==> src/rtl/pe_ctx_seq_pkg.sv <==
// Purpose : shared encodings for the context-sequenced PE (opcodes, operand and
//           output selects, instruction field layout, FSM states).
// Latency : n/a (declarations only).
// Backpr. : n/a.
package pe_ctx_seq_pkg;

   // Instruction word width; fixed by the field layout below.
   localparam int INST_W = 20;

   // Field LSB positions, MSB->LSB: op, sel_a, sel_b, wr, osel_N/S/W/E.
   localparam int OP_LSB   = 16;
   localparam int SELA_LSB = 13;
   localparam int SELB_LSB = 10;
   localparam int WR_LSB   = 8;
   localparam int OSN_LSB  = 6;
   localparam int OSS_LSB  = 4;
   localparam int OSW_LSB  = 2;
   localparam int OSE_LSB  = 0;

   localparam logic [3:0] OP_NOP  = 4'd0;
   localparam logic [3:0] OP_ADD  = 4'd1;
   localparam logic [3:0] OP_SUB  = 4'd2;
   localparam logic [3:0] OP_MUL  = 4'd3;
   localparam logic [3:0] OP_AND  = 4'd4;
   localparam logic [3:0] OP_OR   = 4'd5;
   localparam logic [3:0] OP_XOR  = 4'd6;
   localparam logic [3:0] OP_SHL  = 4'd7;
   localparam logic [3:0] OP_SHR  = 4'd8;
   localparam logic [3:0] OP_PASS = 4'd9;

   localparam logic [2:0] SEL_N    = 3'd0;
   localparam logic [2:0] SEL_S    = 3'd1;
   localparam logic [2:0] SEL_W    = 3'd2;
   localparam logic [2:0] SEL_E    = 3'd3;
   localparam logic [2:0] SEL_RES  = 3'd4;
   localparam logic [2:0] SEL_R0   = 3'd5;
   localparam logic [2:0] SEL_R1   = 3'd6;
   localparam logic [2:0] SEL_ZERO = 3'd7;

   localparam logic [1:0] OSEL_ZERO = 2'd0;
   localparam logic [1:0] OSEL_RES  = 2'd1;
   localparam logic [1:0] OSEL_OPP  = 2'd2;
   localparam logic [1:0] OSEL_R0   = 2'd3;

   typedef struct packed {
      logic [3:0] op;
      logic [2:0] sel_a;
      logic [2:0] sel_b;
      logic [1:0] wr;
      logic [1:0] osel_n;
      logic [1:0] osel_s;
      logic [1:0] osel_w;
      logic [1:0] osel_e;
   } inst_t;

   typedef enum logic [1:0] {
      ST_IDLE = 2'd0,
      ST_LOAD = 2'd1,
      ST_RUN  = 2'd2,
      ST_DONE = 2'd3
   } state_e;

endpackage

==> src/rtl/pe_ctx_seq_if.sv <==
// Purpose : bundles the PE's config stream, run control and neighbour buses.
// Latency : n/a (wiring only).
// Backpr. : cfg_ready is driven by the slave (PE) side.
// Ports   : slave = PE view, master = driver/neighbour view.
interface pe_ctx_seq_if
   import pe_ctx_seq_pkg::*;
#(
   parameter int DW    = 32,
   parameter int DEPTH = 16,
   parameter int ITW   = 16
) ();
   localparam int PW = (DEPTH > 1) ? $clog2(DEPTH) : 1;

   logic              cfg_valid;
   logic              cfg_ready;
   logic [INST_W-1:0] cfg_data;
   logic              cfg_last;
   logic              start;
   logic [ITW-1:0]    iter;
   logic              abort;
   logic              stall;
   logic [DW-1:0]     din_N, din_S, din_W, din_E;
   logic [DW-1:0]     dout_N, dout_S, dout_W, dout_E;
   logic              busy;
   logic              done;
   logic [PW-1:0]     ctx_ptr;

   modport slave (
      input  cfg_valid, cfg_data, cfg_last, start, iter, abort, stall,
      input  din_N, din_S, din_W, din_E,
      output cfg_ready, dout_N, dout_S, dout_W, dout_E, busy, done, ctx_ptr
   );

   modport master (
      output cfg_valid, cfg_data, cfg_last, start, iter, abort, stall,
      output din_N, din_S, din_W, din_E,
      input  cfg_ready, dout_N, dout_S, dout_W, dout_E, busy, done, ctx_ptr
   );
endinterface

==> src/rtl/pe_ctx_seq_alu.sv <==
// Purpose : DW-wide unsigned ALU for the PE (mod 2^DW arithmetic).
// Latency : combinational.
// Backpr. : none.
// Ports   : op_i opcode, a_i/b_i operands, res_o result (0 for NOP/unused ops).
module pe_alu
   import pe_ctx_seq_pkg::*;
#(
   parameter int DW = 32
) (
   input  logic [3:0]    op_i,
   input  logic [DW-1:0] a_i,
   input  logic [DW-1:0] b_i,
   output logic [DW-1:0] res_o
);
   localparam int SW = $clog2(DW);

   // Shifts only look at the low log2(DW) bits of b.
   logic [SW-1:0] sh;
   assign sh = b_i[SW-1:0];

   always_comb begin
      res_o = '0;
      case (op_i)
         OP_ADD:  res_o = a_i + b_i;
         OP_SUB:  res_o = a_i - b_i;
         OP_MUL:  res_o = a_i * b_i;
         OP_AND:  res_o = a_i & b_i;
         OP_OR:   res_o = a_i | b_i;
         OP_XOR:  res_o = a_i ^ b_i;
         OP_SHL:  res_o = a_i << sh;
         OP_SHR:  res_o = a_i >> sh;
         OP_PASS: res_o = a_i;
         default: res_o = '0;
      endcase
   end
endmodule

==> src/rtl/pe_ctx_seq.sv <==
// Purpose : CGRA PE with a DEPTH-entry context store, replayed cyclically for iter passes.
// Latency : context fetch -> res visible 2 cycles; done one cycle after the drain cycle.
// Backpr. : cfg_ready only in IDLE/LOAD; stall freezes the run, abort ends it.
// Ports   : clk, rst (sync, active-high); io = config stream, run control, neighbour I/O.
module pe_ctx_seq
   import pe_ctx_seq_pkg::*;
#(
   parameter int DW    = 32,
   parameter int DEPTH = 16,
   parameter int ITW   = 16
) (
   input logic         clk,
   input logic         rst,
   pe_ctx_seq_if.slave io
);
   localparam int PW = $clog2(DEPTH);
   localparam int LW = PW + 1;

   state_e            state_q, state_d;
   logic [PW-1:0]     wptr_q, wptr_d, ptr_q, ptr_d;
   logic [LW-1:0]     len_q, len_d;
   logic [ITW-1:0]    pass_q, pass_d, iter_q, iter_d;
   inst_t             inst_q, inst_d;
   logic              exe_q, exe_d;     // inst_q holds a fetched context
   logic              drain_q, drain_d; // final fetch issued, one execute left
   logic [DW-1:0]     res_q, res_d, r0_q, r0_d, r1_q, r1_d;
   logic [INST_W-1:0] store [DEPTH];

   logic              cfg_acc;
   logic [PW-1:0]     widx;
   logic              ptr_last;
   logic [ITW-1:0]    pass_nxt;
   logic [DW-1:0]     opa, opb, fu_res;

   function automatic logic [DW-1:0] pick(input logic [2:0] s,
                                          input logic [DW-1:0] n, sx, w, e, r, a0, a1);
      case (s)
         SEL_N:   return n;
         SEL_S:   return sx;
         SEL_W:   return w;
         SEL_E:   return e;
         SEL_RES: return r;
         SEL_R0:  return a0;
         SEL_R1:  return a1;
         default: return '0;
      endcase
   endfunction

   function automatic logic [DW-1:0] route(input logic [1:0] o,
                                           input logic [DW-1:0] fu, opp, a0);
      case (o)
         OSEL_ZERO: return '0;
         OSEL_RES:  return fu;
         OSEL_OPP:  return opp;
         default:   return a0;
      endcase
   endfunction

   assign cfg_acc  = io.cfg_valid && io.cfg_ready;
   // A load starting from IDLE always writes entry 0.
   assign widx     = (state_q == ST_IDLE) ? '0 : wptr_q;
   assign ptr_last = (LW'(ptr_q) == len_q - LW'(1));
   assign pass_nxt = pass_q + ITW'(1);

   assign opa = pick(inst_q.sel_a, io.din_N, io.din_S, io.din_W, io.din_E, res_q, r0_q, r1_q);
   assign opb = pick(inst_q.sel_b, io.din_N, io.din_S, io.din_W, io.din_E, res_q, r0_q, r1_q);

   pe_alu #(.DW(DW)) u_alu (
      .op_i  (inst_q.op),
      .a_i   (opa),
      .b_i   (opb),
      .res_o (fu_res)
   );

   always_ff @(posedge clk) begin
      if (cfg_acc) store[widx] <= io.cfg_data;
   end

   always_comb begin
      state_d = state_q;
      wptr_d  = wptr_q;
      ptr_d   = ptr_q;
      len_d   = len_q;
      pass_d  = pass_q;
      iter_d  = iter_q;
      inst_d  = inst_q;
      exe_d   = exe_q;
      drain_d = drain_q;
      res_d   = res_q;
      r0_d    = r0_q;
      r1_d    = r1_q;
      case (state_q)
         ST_IDLE: begin
            // A config word wins over a simultaneous start.
            if (cfg_acc) begin
               wptr_d = PW'(1);
               if (io.cfg_last) len_d = LW'(1);
               else             state_d = ST_LOAD;
            end else if (io.start && (len_q != '0)) begin
               state_d = ST_RUN;
               ptr_d   = '0;
               pass_d  = '0;
               iter_d  = io.iter;
               exe_d   = 1'b0;
               drain_d = 1'b0;
            end
         end
         ST_LOAD: begin
            if (cfg_acc) begin
               wptr_d = wptr_q + PW'(1);
               if (io.cfg_last || (wptr_q == PW'(DEPTH - 1))) begin
                  state_d = ST_IDLE;
                  len_d   = LW'(wptr_q) + LW'(1);
               end
            end
         end
         ST_RUN: begin
            if (io.abort) begin
               state_d = ST_DONE;
               inst_d  = '0;
               exe_d   = 1'b0;
            end else if (!io.stall) begin
               if (exe_q) begin
                  res_d = fu_res;
                  if (inst_q.wr[0]) r0_d = fu_res;
                  if (inst_q.wr[1]) r1_d = fu_res;
               end
               if (drain_q) begin
                  state_d = ST_DONE;
                  inst_d  = '0;
                  exe_d   = 1'b0;
               end else begin
                  inst_d = inst_t'(store[ptr_q]);
                  exe_d  = 1'b1;
                  if (ptr_last) begin
                     ptr_d  = '0;
                     pass_d = pass_nxt;
                     // iter == 0 never matches: run until abort.
                     if ((iter_q != '0) && (pass_nxt == iter_q)) drain_d = 1'b1;
                  end else begin
                     ptr_d = ptr_q + PW'(1);
                  end
               end
            end
         end
         default: state_d = ST_IDLE;
      endcase
   end

   always_ff @(posedge clk) begin
      if (rst) begin
         state_q <= ST_IDLE;
         wptr_q  <= '0;
         ptr_q   <= '0;
         len_q   <= '0;
         pass_q  <= '0;
         iter_q  <= '0;
         inst_q  <= '0;
         exe_q   <= 1'b0;
         drain_q <= 1'b0;
         res_q   <= '0;
         r0_q    <= '0;
         r1_q    <= '0;
      end else begin
         state_q <= state_d;
         wptr_q  <= wptr_d;
         ptr_q   <= ptr_d;
         len_q   <= len_d;
         pass_q  <= pass_d;
         iter_q  <= iter_d;
         inst_q  <= inst_d;
         exe_q   <= exe_d;
         drain_q <= drain_d;
         res_q   <= res_d;
         r0_q    <= r0_d;
         r1_q    <= r1_d;
      end
   end

   assign io.cfg_ready = (state_q == ST_IDLE) || (state_q == ST_LOAD);
   assign io.busy      = (state_q == ST_LOAD) || (state_q == ST_RUN);
   assign io.done      = (state_q == ST_DONE);
   assign io.ctx_ptr   = ptr_q;
   assign io.dout_N    = route(inst_q.osel_n, fu_res, io.din_S, r0_q);
   assign io.dout_S    = route(inst_q.osel_s, fu_res, io.din_N, r0_q);
   assign io.dout_W    = route(inst_q.osel_w, fu_res, io.din_E, r0_q);
   assign io.dout_E    = route(inst_q.osel_e, fu_res, io.din_W, r0_q);
endmodule

==> src/flat_wrapper.sv <==
// flat-port wrapper written by rule: the top's interface ports become plain ports
module pe_ctx_seq_flat import pe_ctx_seq_pkg::*;
#(
   parameter int DW    = 32,
   parameter int DEPTH = 16,
   parameter int ITW   = 16
)
  (clk, rst, io_cfg_valid, io_cfg_data, io_cfg_last, io_start, io_iter, io_abort, io_stall, io_din_N, io_din_S, io_din_W, io_din_E, io_cfg_ready, io_dout_N, io_dout_S, io_dout_W, io_dout_E, io_busy, io_done, io_ctx_ptr);
  pe_ctx_seq_if #(.DW(DW), .DEPTH(DEPTH), .ITW(ITW)) io_i ();
  input logic clk;
  input logic rst;
  input wire logic [$bits(io_i.cfg_valid)-1:0] io_cfg_valid;
  input wire logic [$bits(io_i.cfg_data)-1:0] io_cfg_data;
  input wire logic [$bits(io_i.cfg_last)-1:0] io_cfg_last;
  input wire logic [$bits(io_i.start)-1:0] io_start;
  input wire logic [$bits(io_i.iter)-1:0] io_iter;
  input wire logic [$bits(io_i.abort)-1:0] io_abort;
  input wire logic [$bits(io_i.stall)-1:0] io_stall;
  input wire logic [$bits(io_i.din_N)-1:0] io_din_N;
  input wire logic [$bits(io_i.din_S)-1:0] io_din_S;
  input wire logic [$bits(io_i.din_W)-1:0] io_din_W;
  input wire logic [$bits(io_i.din_E)-1:0] io_din_E;
  output wire logic [$bits(io_i.cfg_ready)-1:0] io_cfg_ready;
  output wire logic [$bits(io_i.dout_N)-1:0] io_dout_N;
  output wire logic [$bits(io_i.dout_S)-1:0] io_dout_S;
  output wire logic [$bits(io_i.dout_W)-1:0] io_dout_W;
  output wire logic [$bits(io_i.dout_E)-1:0] io_dout_E;
  output wire logic [$bits(io_i.busy)-1:0] io_busy;
  output wire logic [$bits(io_i.done)-1:0] io_done;
  output wire logic [$bits(io_i.ctx_ptr)-1:0] io_ctx_ptr;
  assign io_i.cfg_valid = io_cfg_valid;
  assign io_i.cfg_data = io_cfg_data;
  assign io_i.cfg_last = io_cfg_last;
  assign io_i.start = io_start;
  assign io_i.iter = io_iter;
  assign io_i.abort = io_abort;
  assign io_i.stall = io_stall;
  assign io_i.din_N = io_din_N;
  assign io_i.din_S = io_din_S;
  assign io_i.din_W = io_din_W;
  assign io_i.din_E = io_din_E;
  assign io_cfg_ready = io_i.cfg_ready;
  assign io_dout_N = io_i.dout_N;
  assign io_dout_S = io_i.dout_S;
  assign io_dout_W = io_i.dout_W;
  assign io_dout_E = io_i.dout_E;
  assign io_busy = io_i.busy;
  assign io_done = io_i.done;
  assign io_ctx_ptr = io_i.ctx_ptr;
  pe_ctx_seq #(.DW(DW), .DEPTH(DEPTH), .ITW(ITW)) u_core (.clk(clk), .rst(rst), .io(io_i));
endmodule
==> config.mk <==
export PLATFORM = sky130hd
export DESIGN_NAME = pe_ctx_seq_flat
export DESIGN_NICKNAME = d
export VERILOG_FILES = /design/src/rtl/pe_ctx_seq_pkg.sv /design/src/rtl/pe_ctx_seq_if.sv /design/src/rtl/pe_ctx_seq_alu.sv /design/src/rtl/pe_ctx_seq.sv /design/src/flat_wrapper.sv
export SDC_FILE = /design/constraint.sdc
export NUM_CORES = 2
export LEC_CHECK = 0
export CAP_MARGIN = 20
export CORE_MARGIN = 2
export CORE_UTILIZATION = 50
export CTS_BUF_LIST = sky130_fd_sc_hd__clkbuf_2 sky130_fd_sc_hd__clkbuf_4 sky130_fd_sc_hd__clkbuf_8
export CTS_CLUSTER_SIZE = 25
export DETAILED_ROUTE_END_ITERATION = 12
export GPL_TIMING_DRIVEN = 0
export HOLD_SLACK_MARGIN = 0.1
export PLACE_DENSITY = 0.75
export SLEW_MARGIN = 20
export SYNTH_ARGS = -nofsm -noshare
export SYNTH_HDL_FRONTEND = slang
export SYNTH_SLANG_ARGS = --single-unit
export TNS_END_PERCENT = 20
==> constraint.sdc <==
create_clock -name clk -period 20.3 [get_ports clk]
set_clock_uncertainty 0.15 [all_clocks]
set_input_delay 3.045 -clock clk [delete_from_list [all_inputs] [get_ports clk]]
set_output_delay 3.045 -clock clk [all_outputs]
set_load 0.05 [all_outputs]
==> flow_metrics.tcl <==
set metrics [dict create \
    status "finished, final reports clean" \
    finalCritPeriodShare 0.991 \
    critPathMostFrequentCell "fa_1" \
    synth_fa_ha_area_frac 0.230 \
    synthDominantAreaCellType "edfxtp_1" \
    syn_area_per_cell_sq_um 9.73 \
    clk-insertion-delay-late_ns 0.72 \
    critical_path.max_fanout 10 \
    final-seq-area_sq_um 13000 \
    origin_of_the_critical_flop_to_flop_path "u_core.inst_q[12]" \
    timing_worst_slew_pin_value_ns 1.38 \
    layout_cells_sized_above_1 0.121 \
    route.antenna.remaining_nets 0 \
    start_util 0.505 \
    global_route.usage.total 0.496 \
    yosysTopAreaCellShare 0.200 \
    filler_cell_count 8082 \
    worstSetupStartpointType "primary input" \
    timing.critical_path.slowest_stage_cell "clkdlybuf4s50_1" \
    tritoncts.num_buffers 82 \
    crit_required_ns 17.11 \
    synthesis.instances 4936 \
    finalInstanceArea_sq_um 55300 \
    synth.area.top_cells "edfxtp_1, fa_1, dfxtp_1" \
    grt_antenna_before_repair 23 \
    cpLargestDelayFamily "buffers and inverters" \
    fin_tns_setup_ns 0 \
    postPlaceCellArea_sq_um 53500 \
    cp.depth 37 \
    max_stage_delay_ns 0.77 \
    synth-compound-area-share 0.134 \
    timing.final.crit_period_ns 20.12 \
    place_hpwl_microns 193000 \
    globalRoute.totalOverflow 0 \
    final_hold_violation_count 0 \
    yosysSeqAreaShare 0.270 \
    grt_setup_unrepaired "no" \
    final_max_slew_viol_count 0 \
    synth-simple-area-share 0.118 \
    ys_seq_elements 489 \
    crit_type "in -> out" \
    area.growth.synth_to_final_pct 15.0 \
    rows 113 \
    ioPinCount 306 \
    clkSlewWorstSetupHoldPaths_ns 0.06 \
    synth_fp_nets 5745 \
    cap_violations 0 \
    die_x_microns 314 \
    setup-violations-final 0 \
    worst-endpoint-arrival_ns 16.92 \
    floorplan.core_area_sq_um 95200 \
    drc 0 \
    grt_first_pass_wirelength_microns 341000 \
    die_area_sq_um 98600 \
    endpoint_kind "output pin" \
    synthesis.yosys.warnings 0 \
    postRouteWirelength_microns 248000 \
    netlist_area_sq_um 48000 \
    dieHeight_microns 314 \
    pin_count_of_the_biggest_net_entering_global_routing 19 \
    cts_root_buf "clkbuf_8" \
    timing.fmax_mhz 49.7 \
    worst_hold_path_type "reg -> reg" \
    place_congestion 1.10 \
    setup.worst_path.start "io_din_W[4]" \
    crit-reg2reg-capture "u_core.r1_q[30]" \
    clkSinkCount 489 \
    post_dr_wirelength_cell_microns 37.1 \
    synth-async-reset-ratio 0 \
    synthTopCellsByCount "nor2_1, inv_1, nand2_1" \
    drt_first_pass_iters 7 \
    first_global_vias 45200 \
    synth.distinct_cells 97 \
    count_of_flip_flops_with_a_built_in_enable_after_synthesis 320 \
    relSlewSlack 0.0786 \
    post-synth-top-count-cell "nor2_1" \
    tritoncts "built" \
    viasPerCell 6.83 \
    multi_input_area_sq_um 32000 \
    vias 45700 \
    cts.path.max_buffers 3 \
    post_synth_xor_xnor_area 0.0320 \
    critical_path.n_buffers_inverters 12 \
    first_iter_violations 7010 \
    critical_path.endpoint "io_dout_S[30]" \
    h-tree-depth 3 \
    synth_top_family_by_area "adder cells" \
    r2r_slack_ns 6.34 \
    total_setup_buffers_inserted_after_cts 0 \
    ys.flop_type "edfxtp_1" \
    nNetsFinal 6165 \
    buffer_ports.inserted 304 \
    mux_share_of_post_synthesis_cell_area 0.145 \
    cells_on_worst_reg2reg_path 36 \
    holdBufCountCts 0 \
]
## registers in the layout (all words and copies together), names as in the netlist, 2 cells and up, named ones only
signal             cells
u_core.store         320
u_core.res_q          32
u_core.wptr_q          4
u_core.io.ctx_ptr      4
u_core.r1_q           32
u_core.iter_q         16
u_core.state_q         2
u_core.pass_q         16
u_core.len_q           5
u_core.inst_q         20
u_core.r0_q           32
## through the flow
step / std cells / hold slack [ns] / setup slack [ns] / util
detailed placement: 6535 / 0.342 / 0.116 / 0.562
CTS: 6680 / 0.350 / 0.114 / 0.580
global placement: 6505 / 0.323 / 0.123 / 0.554
finish: 6692 / 0.351 / 0.183 / 0.581
floorplan: 4936 / 0.308 / 4.12 / -
global route: 6690 / 0.384 / 0.166 / 0.581
## metal layers
metal | wire length, microns | GRT usage
met3 | 31600 | 0.143
met2 | 105000 | 0.734
met4 | 23700 | 0.384
met5 | 149 | 0
met1 | 87500 | 0.611
## final cells by class
cell class	count	share of cell area
Multi-Input combinational cell	3588	0.578
Sequential cell	489	0.235
Timing Repair Buffer	336	0.0658
Inverter	512	0.0348
Tap cell	1265	0.0286
Buffer	347	0.0268
Clock buffer	117	0.0257
Clock inverter	28	0.00462
Antenna cell	10	0.000453
## logic make-up (layout without fill, tap and decap cells)
| logic type | after synthesis | after routing |
|---|---|---|
| and+or+nand+nor | 1344 | 1344 |
| AOI/OAI and AO/OA | 920 | 920 |
| buffers and inverters | 859 | 1340 |
| adders and majority gates | 638 | 638 |
| muxes | 516 | 516 |
| DFF | 489 | 489 |
| xor gates and xnor gates | 170 | 170 |
| other | 0 | 10 |
## tightest hold or removal path: cells and delay by family (launching register included)
family | cells | cell delay, ns
simple gates | 1 | 0.06
compound gates | 1 | 0.07
flops | 1 | 0.32
## worst min path at each step
stage          depth (start not counted)         startpoint                 to
2_1_floorplan                          2    u_core.len_q[4]    u_core.len_q[4]
3_3_place_gp                           2    u_core.len_q[4]    u_core.len_q[4]
3_5_place_dp                           2   u_core.pass_q[4]   u_core.pass_q[4]
4_1_cts                                2  u_core.pass_q[13]  u_core.pass_q[13]
5_1_grt                                2       u_core.exe_q       u_core.exe_q
6_report                               2   u_core.pass_q[4]   u_core.pass_q[4]
## placed cells by master, fill, tap and decap left out, types with 37 or more instances in the layout
master	Yosys	final
edfxtp_1	320	320
mux2i_1	199	197
buf_2	52	53
nor3_1	49	46
mux4_2	124	124
dfxtp_1	169	169
nand3_1	44	44
inv_1	488	488
a211oi_1	85	82
mux2_2	189	189
clkbuf_8	0	87
nor2_1	634	617
a22o_1	67	67
buf_1	41	37
a21oi_1	137	136
a22oi_1	57	57
fa_1	409	409
o21ai_0	206	202
clkdlybuf4s50_1	0	304
xnor2_1	131	131
clkbuf_1	232	222
o22ai_1	43	42
nand2_1	448	448
ha_1	229	229
## what timing repair did
action,in CTS,in global routing
setup endpoints to repair,0,11
resized for setup,0,7
hold endpoints to repair,0,0
Power is left out: the tool's default activity adds up to more than one toggle a clock period on the data nets, which glitch-free logic cannot reach.
